--- src/rtl/cdc_pkg.sv ---
`default_nettype none
// ============================================================================
// Module      : cdc_pkg
// Description : Shared types and constants for the req/ack clock-crossing
//               source controller.
//               cdc_tx_state_t : source-side FSM states (IDLE, REQ, REL)
//               XFER_CNT_W     : width of the completed-transfer counter
// Revision    : 1.0  initial release
// ============================================================================
package cdc_pkg;

  typedef enum logic [1:0] {
    IDLE = 2'd0,
    REQ  = 2'd1,
    REL  = 2'd2
  } cdc_tx_state_t;

  localparam int XFER_CNT_W = 16;

endpackage
`default_nettype wire

--- src/rtl/half_synchronizer.sv ---
`default_nettype none
// ============================================================================
// Module      : half_synchronizer
// Description : W-stage flop synchronizer for one asynchronous level, with
//               single-cycle edge indications on the synchronized level.
//               No reset: the chain simply flushes to the input level.
// Ports       : clk        in   destination clock (posedge)
//               d          in   asynchronous level
//               out        out  synchronized level, follows d after W edges
//               rise_edge  out  1 for the first cycle out is 1 after a 0
//               fall_edge  out  1 for the first cycle out is 0 after a 1
// Parameters  : W  number of synchronizer stages (W >= 2)
// Revision    : 1.0  initial release
// ============================================================================
module half_synchronizer #(
  parameter int W = 3
) (
  input  logic clk,
  input  logic d,
  output logic out,
  output logic rise_edge,
  output logic fall_edge
);

  logic [W-1:0] r_sync;
  logic         r_out_q;

  always_ff @(posedge clk) begin
    r_sync  <= {r_sync[W-2:0], d};
    r_out_q <= r_sync[W-1];
  end

  assign out       = r_sync[W-1];
  assign rise_edge = r_sync[W-1] & ~r_out_q;
  assign fall_edge = ~r_sync[W-1] & r_out_q;

endmodule
`default_nettype wire

--- src/rtl/cdc_req_ack_tx.sv ---
`default_nettype none
// ============================================================================
// Module      : cdc_req_ack_tx
// Description : Source-side controller for a 4-phase level req/ack crossing.
//               Accepts one word on a valid/ready port, holds it on x_data,
//               raises x_req, waits for the synchronized acknowledge, then
//               drops x_req and waits for the acknowledge to return low.
//               An optional timeout abandons a request that is never acked.
// Ports       : aclk      in   clock, all logic on posedge
//               aresetn   in   asynchronous active-low reset
//               s_valid   in   word offered
//               s_ready   out  word accepted when s_valid & s_ready
//               s_data    in   word to transfer
//               x_req     out  request level to far domain
//               x_data    out  held word, stable while x_req = 1
//               x_ack     in   acknowledge level from far domain (async)
//               to_limit  in   aclk cycles allowed in REQ, 0 disables
//               err_clr   in   clears err
//               done      out  1-cycle pulse, word acknowledged
//               timeout   out  1-cycle pulse, request abandoned
//               err       out  sticky timeout flag
//               xfer_cnt  out  completed transfers, wraps
// Parameters  : DW      data width
//               SYNC_W  acknowledge synchronizer depth
//               TO_W    timeout counter width
// Revision    : 1.0  initial release
// ============================================================================
module cdc_req_ack_tx
  import cdc_pkg::*;
#(
  parameter int DW     = 32,
  parameter int SYNC_W = 3,
  parameter int TO_W   = 16
) (
  input  logic                  aclk,
  input  logic                  aresetn,
  input  logic                  s_valid,
  output logic                  s_ready,
  input  logic [DW-1:0]         s_data,
  output logic                  x_req,
  output logic [DW-1:0]         x_data,
  input  logic                  x_ack,
  input  logic [TO_W-1:0]       to_limit,
  input  logic                  err_clr,
  output logic                  done,
  output logic                  timeout,
  output logic                  err,
  output logic [XFER_CNT_W-1:0] xfer_cnt
);

  localparam logic [TO_W-1:0]       c_to_one   = TO_W'(1);
  localparam logic [XFER_CNT_W-1:0] c_xfer_one = XFER_CNT_W'(1);

  cdc_tx_state_t         r_state;
  logic                  r_x_req;
  logic [DW-1:0]         r_x_data;
  logic                  r_done;
  logic                  r_timeout;
  logic                  r_err;
  logic [XFER_CNT_W-1:0] r_xfer_cnt;
  logic [TO_W-1:0]       r_cnt;

  logic w_ack_s;
  logic w_ack_r;
  logic w_ack_f;
  logic w_to_hit;
  logic w_unused;

  half_synchronizer #(
    .W (SYNC_W)
  ) u_ack_sync (
    .clk       (aclk),
    .d         (x_ack),
    .out       (w_ack_s),
    .rise_edge (w_ack_r),
    .fall_edge (w_ack_f)
  );

  // The FSM acts on the synchronized level; the edge strobes are kept on the
  // synchronizer for observation but are not needed here.
  assign w_unused = w_ack_r ^ w_ack_f;

  // Last permitted REQ cycle; a zero limit never matches.
  assign w_to_hit = (to_limit != '0) && (r_cnt == (to_limit - c_to_one));

  // A stale acknowledge (e.g. reset while the far side was still acking)
  // keeps the port closed until the far side has released.
  always_comb begin
    s_ready = (r_state == IDLE) && !w_ack_s;
  end

  always_ff @(posedge aclk or negedge aresetn) begin
    if (!aresetn) begin
      r_state    <= IDLE;
      r_x_req    <= 1'b0;
      r_x_data   <= '0;
      r_done     <= 1'b0;
      r_timeout  <= 1'b0;
      r_err      <= 1'b0;
      r_xfer_cnt <= '0;
      r_cnt      <= '0;
    end else begin
      r_done    <= 1'b0;
      r_timeout <= 1'b0;
      // A timeout below in the same cycle overrides this clear.
      if (err_clr) begin
        r_err <= 1'b0;
      end

      case (r_state)
        IDLE: begin
          if (s_valid && s_ready) begin
            r_x_data <= s_data;
            r_x_req  <= 1'b1;
            r_cnt    <= '0;
            r_state  <= REQ;
          end
        end

        REQ: begin
          // Acknowledge takes priority over a coincident timeout.
          if (w_ack_s) begin
            r_x_req    <= 1'b0;
            r_done     <= 1'b1;
            r_xfer_cnt <= r_xfer_cnt + c_xfer_one;
            r_state    <= REL;
          end else if (w_to_hit) begin
            r_x_req   <= 1'b0;
            r_timeout <= 1'b1;
            r_err     <= 1'b1;
            r_state   <= REL;
          end else begin
            r_cnt <= r_cnt + c_to_one;
          end
        end

        REL: begin
          // Also absorbs a late acknowledge after a timeout.
          if (!w_ack_s) begin
            r_state <= IDLE;
          end
        end

        default: begin
          r_state <= IDLE;
        end
      endcase
    end
  end

  assign x_req    = r_x_req;
  assign x_data   = r_x_data;
  assign done     = r_done;
  assign timeout  = r_timeout;
  assign err      = r_err;
  assign xfer_cnt = r_xfer_cnt;

endmodule
`default_nettype wire

--- config.mk ---
export PLATFORM = sky130hd
export DESIGN_NAME = cdc_req_ack_tx
export DESIGN_NICKNAME = d
export VERILOG_FILES = /design/src/rtl/cdc_pkg.sv /design/src/rtl/half_synchronizer.sv /design/src/rtl/cdc_req_ack_tx.sv
export SDC_FILE = /design/constraint.sdc
export NUM_CORES = 1
export LEC_CHECK = 0
export CAP_MARGIN = 20
export CORE_MARGIN = 5
export CORE_UTILIZATION = 39
export DETAILED_ROUTE_END_ITERATION = 8
export PLACE_DENSITY = 0.7
export SLEW_MARGIN = 20
export SYNTH_ARGS = -nofsm -noshare
export SYNTH_HDL_FRONTEND = slang
export SYNTH_SLANG_ARGS = --single-unit
--- constraint.sdc ---
create_clock -name aclk -period 3.71 [get_ports aclk]
set_input_delay 0.9275 -clock aclk [delete_from_list [all_inputs] [get_ports aclk]]
set_output_delay 0.9275 -clock aclk [all_outputs]
set_load 0.03 [all_outputs]
==> results of run 1 <==
## layout make-up
cell class / instances / share of cell area, %
clock inverter: 5 / 1.11
clock buffer: 11 / 2.60
timing repair buffer: 126 / 23.8
multi-input combinational: 288 / 33.4
inverter: 7 / 0.519
tap: 111 / 2.74
sequential: 73 / 35.8
## routing by layer
layer / wire [um] / vias to the layer above / GRT usage (%)
li1: - / 1570 / -
met1: 3830 / 1520 / 20.4
met2: 4170 / 99 / 25.8
met3: 864 / 11 / 7.04
met4: 114 / 0 / 5.11
met5: 0 / - / 0
## worst max-delay path, delay by kind of cell
family          cells  cell delay, ns
buf+inv             2            0.54
simple gates        4            1.45
fa+ha+maj           1            0.17
mux                 2            0.47
compound gates      1            0.18
## cell usage after synthesis, types with 6 or more instances
library cell,n
a21oi_1,6
and3_1,7
clkbuf_1,13
dfrtp_1,70
inv_1,7
nand2_1,114
nand3_1,10
nand4_1,14
nor2_1,6
nor3_1,8
nor4_1,11
o21ai_0,7
o31ai_1,6
xnor2_1,24
xor2_1,12
## cell families after synthesis
group / after synthesis / synth area share, %
AOI/OAI and AO/OA: 44 / 8.62
xor gates and xnor gates: 36 / 8.65
adders and majority gates: 4 / 1.37
buffers and inverters: 29 / 3.81
DFF: 73 / 49.7
muxes: 6 / 1.75
and+or+nand+nor: 198 / 26.1
## power breakdown
group	switching (W)	internal, W	total, W
logic	0.000554	0.000415	0.000969
clock network	0.000286	0.000310	0.000596
registers	0.000118	0.000956	0.00107
## metrics by stage
step,cells,setup slack (ns),hold slack (ns),TNS (ns)
detailed placement,605,-0.0775,0.314,-0.756
CTS,621,0.219,0.331,0
floorplan,390,0.411,0.310,0
global route,621,0.0127,0.343,0
global placement,605,-0.0292,0.310,-0.156
finish,621,0.207,0.328,0
## worst paths after layout
| check | start | to | cells after the start |
|---|---|---|---|
| setup / recovery | to_limit[1] | r_cnt[0] | 10 |
| hold / removal | u_ack_sync.r_sync[1] | u_ack_sync.r_sync[2] | 0 |
| setup reg to reg | r_cnt[5] | r_cnt[11] | 8 |
| hold reg to reg | u_ack_sync.r_sync[1] | u_ack_sync.r_sync[2] | 0 |
| max in group asynchronous | aresetn | x_data[19] | 2 |
| min in group asynchronous | aresetn | xfer_cnt[10] | 2 |
## sequential cells by signal, indices dropped and copies added (netlist names)
signal / count
x_data: 32
r_cnt: 16
xfer_cnt: 16
u_ack_sync.r_sync: 3
r_state: 2
done: 1
err: 1
timeout: 1
x_req: 1
## cell usage in the layout (no fill, tap or decap), types with 7 or more instances in the layout
master	count
nand3_1	10
o21ai_0	7
dfrtp_1	70
nor4_1	11
clkdlybuf4s50_1	104
nor3_1	8
clkbuf_8	9
inv_1	7
xnor2_1	24
xor2_1	12
and3_1	7
nand4_1	14
buf_4	21
nand2_1	114
==> results.yml, run 1 <==
die:
  die_h_um: 107
  chipWidth_um: 107
  dieArea_um2: 11400
  start_util_pct: 39.8
  fp-row-count: 35
  fp.coreArea_um2: 9150
  io_pins: 106
sta:
  fin_worst_skew_ns: 0.00830
  finalCritPeriodShare_pct: 94.4
  slew_headroom_pct: 42.7
  max_freq_mhz: 285
  rsz0062_at_grt: "no"
  worstMarginPinSlew_ns: 0.860
  maxSlewViolCount: 0
  min_period_ns: 3.50
  setup_violations: 0
  hold_viol_final: 0
job:
  maxCapViolCount: 0
drt:
  drt_first_pass_iters: 4
  wl_mm: 8.98
  wl_per_cell_um: 14.5
  ant_nets: 0
  vias_per_cell: 5.15
  first_iter_violations: 124
  via_count: 3200
  drc: 0
power:
  ir_drop_mv: 0.412
  total_leakage_power_nw: 2.26
  power_density_nw_per_um2: 521
  finalPower_w: 0.00264
setup_path:
  cp_slowest_cell: "or3b_2"
  cp_common_cell: "mux2i_1"
  cp_data_arrival_time_ns: 3.75
  cp-end-kind: "flip-flop"
  critPathRequiredTime_ns: 3.96
  start_kind: "input pin"
  rrSetupSlack_ns: 1.53
  criticalPathCategory: "in2reg"
  cp_max_fo: 18
  crit_chain: "clkdlybuf4s50_1, inv_1, ha_1, or3b_2, nor4_1, mux2i_1, a2bb2oi_1, and4_4, nand2b_1, mux2i_1"
  critical-path-max-stage-delay_ns: 0.51
cts:
  clock_sinks: 73
  clock_path_buffers: 2
  post_cts_buffers: 0
  clkTransAtPathRegs_ns: 0.07
  cts_tree: "built"
  cts_resized: 0
  cts-buffers-inserted: 9
  clk_latency_ns: 0.33
  postCtsHoldBufs: 0
  htreeDepth: 3
  clockRootBuffer: "clkbuf_8"
placement:
  dpl_cell_area_um2: 4870
  dp_hpwl_mm: 6.55
  gp_congestion: 0.849
  io_buffer_count: 105
yosys:
  ys_warn_count: 0
  synthFlopType: "dfrtp_1"
  synth_edf_count: 0
  yosysTopAreaCell: "dfrtp_1"
  ys_seq_elements: 73
  synthesis.nets: 447
  ys_seq_area_share_pct: 49.7
  synth_top_area_share_pct: 48.1
  synthTopCellsByArea: "dfrtp_1 (48%), nand2_1 (12%), xnor2_1 (5.8%), xor2_1 (2.9%), nand4_1 (2.4%)"
  syn_area_per_cell_um2: 9.34
  syn_area_um2: 3640
  synth.distinct_cells: 51
  syn_inst: 390
  synth-async-reset-ratio_pct: 95.9
global_route:
  antenna_found_initial: 0
  grt_pass1_wl_mm: 15.2
  grt.total_usage_pct: 16.4
  grt_pass1_vias: 3241
  overflow: 0
  grt_max_degree: 71
cells_and_area:
  n_antenna_cell: 0
  fin_util_pct: 55.3
  syn_to_final_growth_pct: 38.9
  finalInstanceArea_um2: 5060
  fillers: 800
  register_area_um2: 1810
  drive_above_1_share_pct: 8.24
  layout.nets: 562
  multi_input_area_um2: 1690
run_status:
  status: "finished, final reports clean"
hold_path:
  min_path_type: "reg2reg"
(Power assumes the default switching activity.)
==> inputs of run 2 (changes only) <==
- CORE_ASPECT_RATIO: default -> 0.75
==> results.yml, run 2 (synthesized netlist as in run 1, its figures left out) <==
placement:
  pre_cts_ws_ns: -0.0868
  dp.cells: 625
  io_buffer_count: 105
  gp_congestion: 0.855
  dp_hpwl_mm: 6.95
global_route:
  antenna_found_initial: 0
  grt.total_usage_pct: 17.2
  grt_max_degree: 71
  grt_pass1_wl_mm: 15.7
  grt_pass1_vias: 3141
  overflow: 0
cts:
  clock_sinks: 73
  clkTransAtPathRegs_ns: 0.06
  clockRootBuffer: "clkbuf_16"
  clk_latency_ns: 0.33
  clock_path_buffers: 2
  post_cts_buffers: 0
  htreeDepth: 3
  cts_resized: 0
  cts-buffers-inserted: 9
  cts_tree: "built"
  postCtsHoldBufs: 0
die:
  fp.coreArea_um2: 9080
  fp-row-count: 30
  die_h_um: 93.7
  dieArea_um2: 11400
  start_util_pct: 40.1
  io_pins: 106
  chipWidth_um: 122
cells_and_area:
  layout_commonest_cell: "nand2_1"
  fillers: 788
  most-common-layout-cells: "nand2_1 (114), clkdlybuf4s50_1 (104), dfrtp_1 (70)"
  syn_to_final_growth_pct: 43.4
  drive_above_1_share_pct: 8.97
  largest_register_ffs: 32
  layout.nets: 565
  fin_util_pct: 57.5
  final_cells: 641
  n_antenna_cell: 0
setup_path:
  critPathRequiredTime_ns: 3.96
  cp_max_fo: 20
  cp-end-kind: "flip-flop"
  criticalPathCategory: "in2reg"
  cp_data_arrival_time_ns: 3.73
  start_kind: "input pin"
  startpoint: "to_limit[1]"
  r2r-start: "r_cnt[2]"
sta:
  min_period_ns: 3.49
  setup_violations: 0
  slew_headroom_pct: 41.0
  finalCritPeriodShare_pct: 94.0
  maxSlewViolCount: 0
  worstMarginPinSlew_ns: 0.885
  max_freq_mhz: 287
  final.setup.worst_slack_ns: 0.223
  fin_worst_skew_ns: 0.00875
  rsz0062_at_grt: "no"
  hold_viol_final: 0
run_status:
  status: "finished, final reports clean"
drt:
  ant_nets: 0
  via_count: 3194
  first_iter_violations: 209
  drc: 0
  drt_first_pass_iters: 4
  wl_mm: 9.56
  wl_per_cell_um: 14.9
  vias_per_cell: 4.98
power:
  power_density_nw_per_um2: 561
  ir_drop_mv: 0.423
  total_leakage_power_nw: 2.33
job:
  maxCapViolCount: 0
hold_path:
  min_path_type: "reg2reg"
  min-delay-start: "u_ack_sync.r_sync[0]"
## run 2: changes by cell type in the layout (fill, tap and decap cells not counted), sizes merged
cell	before	now
buf	22	25
clkbuf	11	12
clkinv	3	2
## run 2: final cells by class
cell class,count,area (um2),share of cell area (%)
multi-input cells,288,1690,32.4
repair buffers,129,1230,23.5
inverters,7,26.3,0.503
clock inverters,4,51.3,0.982
flip-flops and latches,73,1810,34.7
well taps,128,160,3.07
clock buffers,12,256,4.91
## run 2: report_power, final
| part | switching, W | internal, W |
|---|---|---|
| clock | 0.000321 | 0.000557 |
| combinational | 0.000556 | 0.000418 |
| sequential | 0.000121 | 0.000958 |
| total | 0.000998 | 0.00193 |
## run 2: per-stage QoR
stage | hold WS [ns] | setup TNS, ns | power, W | instance area (um2)
detailed placement | 0.315 | -0.283 | 0.00207 | 4920
floorplan | 0.310 | 0 | 0.00160 | 3640
CTS | 0.329 | 0 | 0.00297 | 5230
global route | 0.331 | 0 | 0.00309 | 5230
finish | 0.326 | 0 | 0.00293 | 5230
global placement | 0.312 | -0.0592 | 0.00205 | 4920
## run 2: worst max-delay path: stages
cell and delay (ns):
clkdlybuf4s50_1 0.47, or4_1 0.60, or4_1 0.53, a32oi_1 0.20, o21ai_1 0.10, and4_4 0.22, or4_1 0.51, a21oi_1 0.17
## run 2: path summary, 6_finish.rpt
path	slack (ns)	depth (start not counted)	endpoint
setup / recovery	0.22	8	r_cnt[15]
hold / removal	0.33	0	u_ack_sync.r_sync[1]
setup reg to reg	1.54	8	r_cnt[7]
hold reg to reg	0.33	0	u_ack_sync.r_sync[1]
max in group asynchronous	2.33	2	r_cnt[3]
min in group asynchronous	0.80	2	x_data[20]
## run 2: routing by layer
| metal | wire length [um] | track usage [%] | part of all wire, % |
|---|---|---|---|
| met5 | 0 | 0 | 0 |
| met4 | 76 | 4.57 | 0.79 |
| met3 | 1090 | 8.67 | 11 |
| met2 | 3970 | 24.4 | 42 |
| met1 | 4430 | 23.4 | 46 |
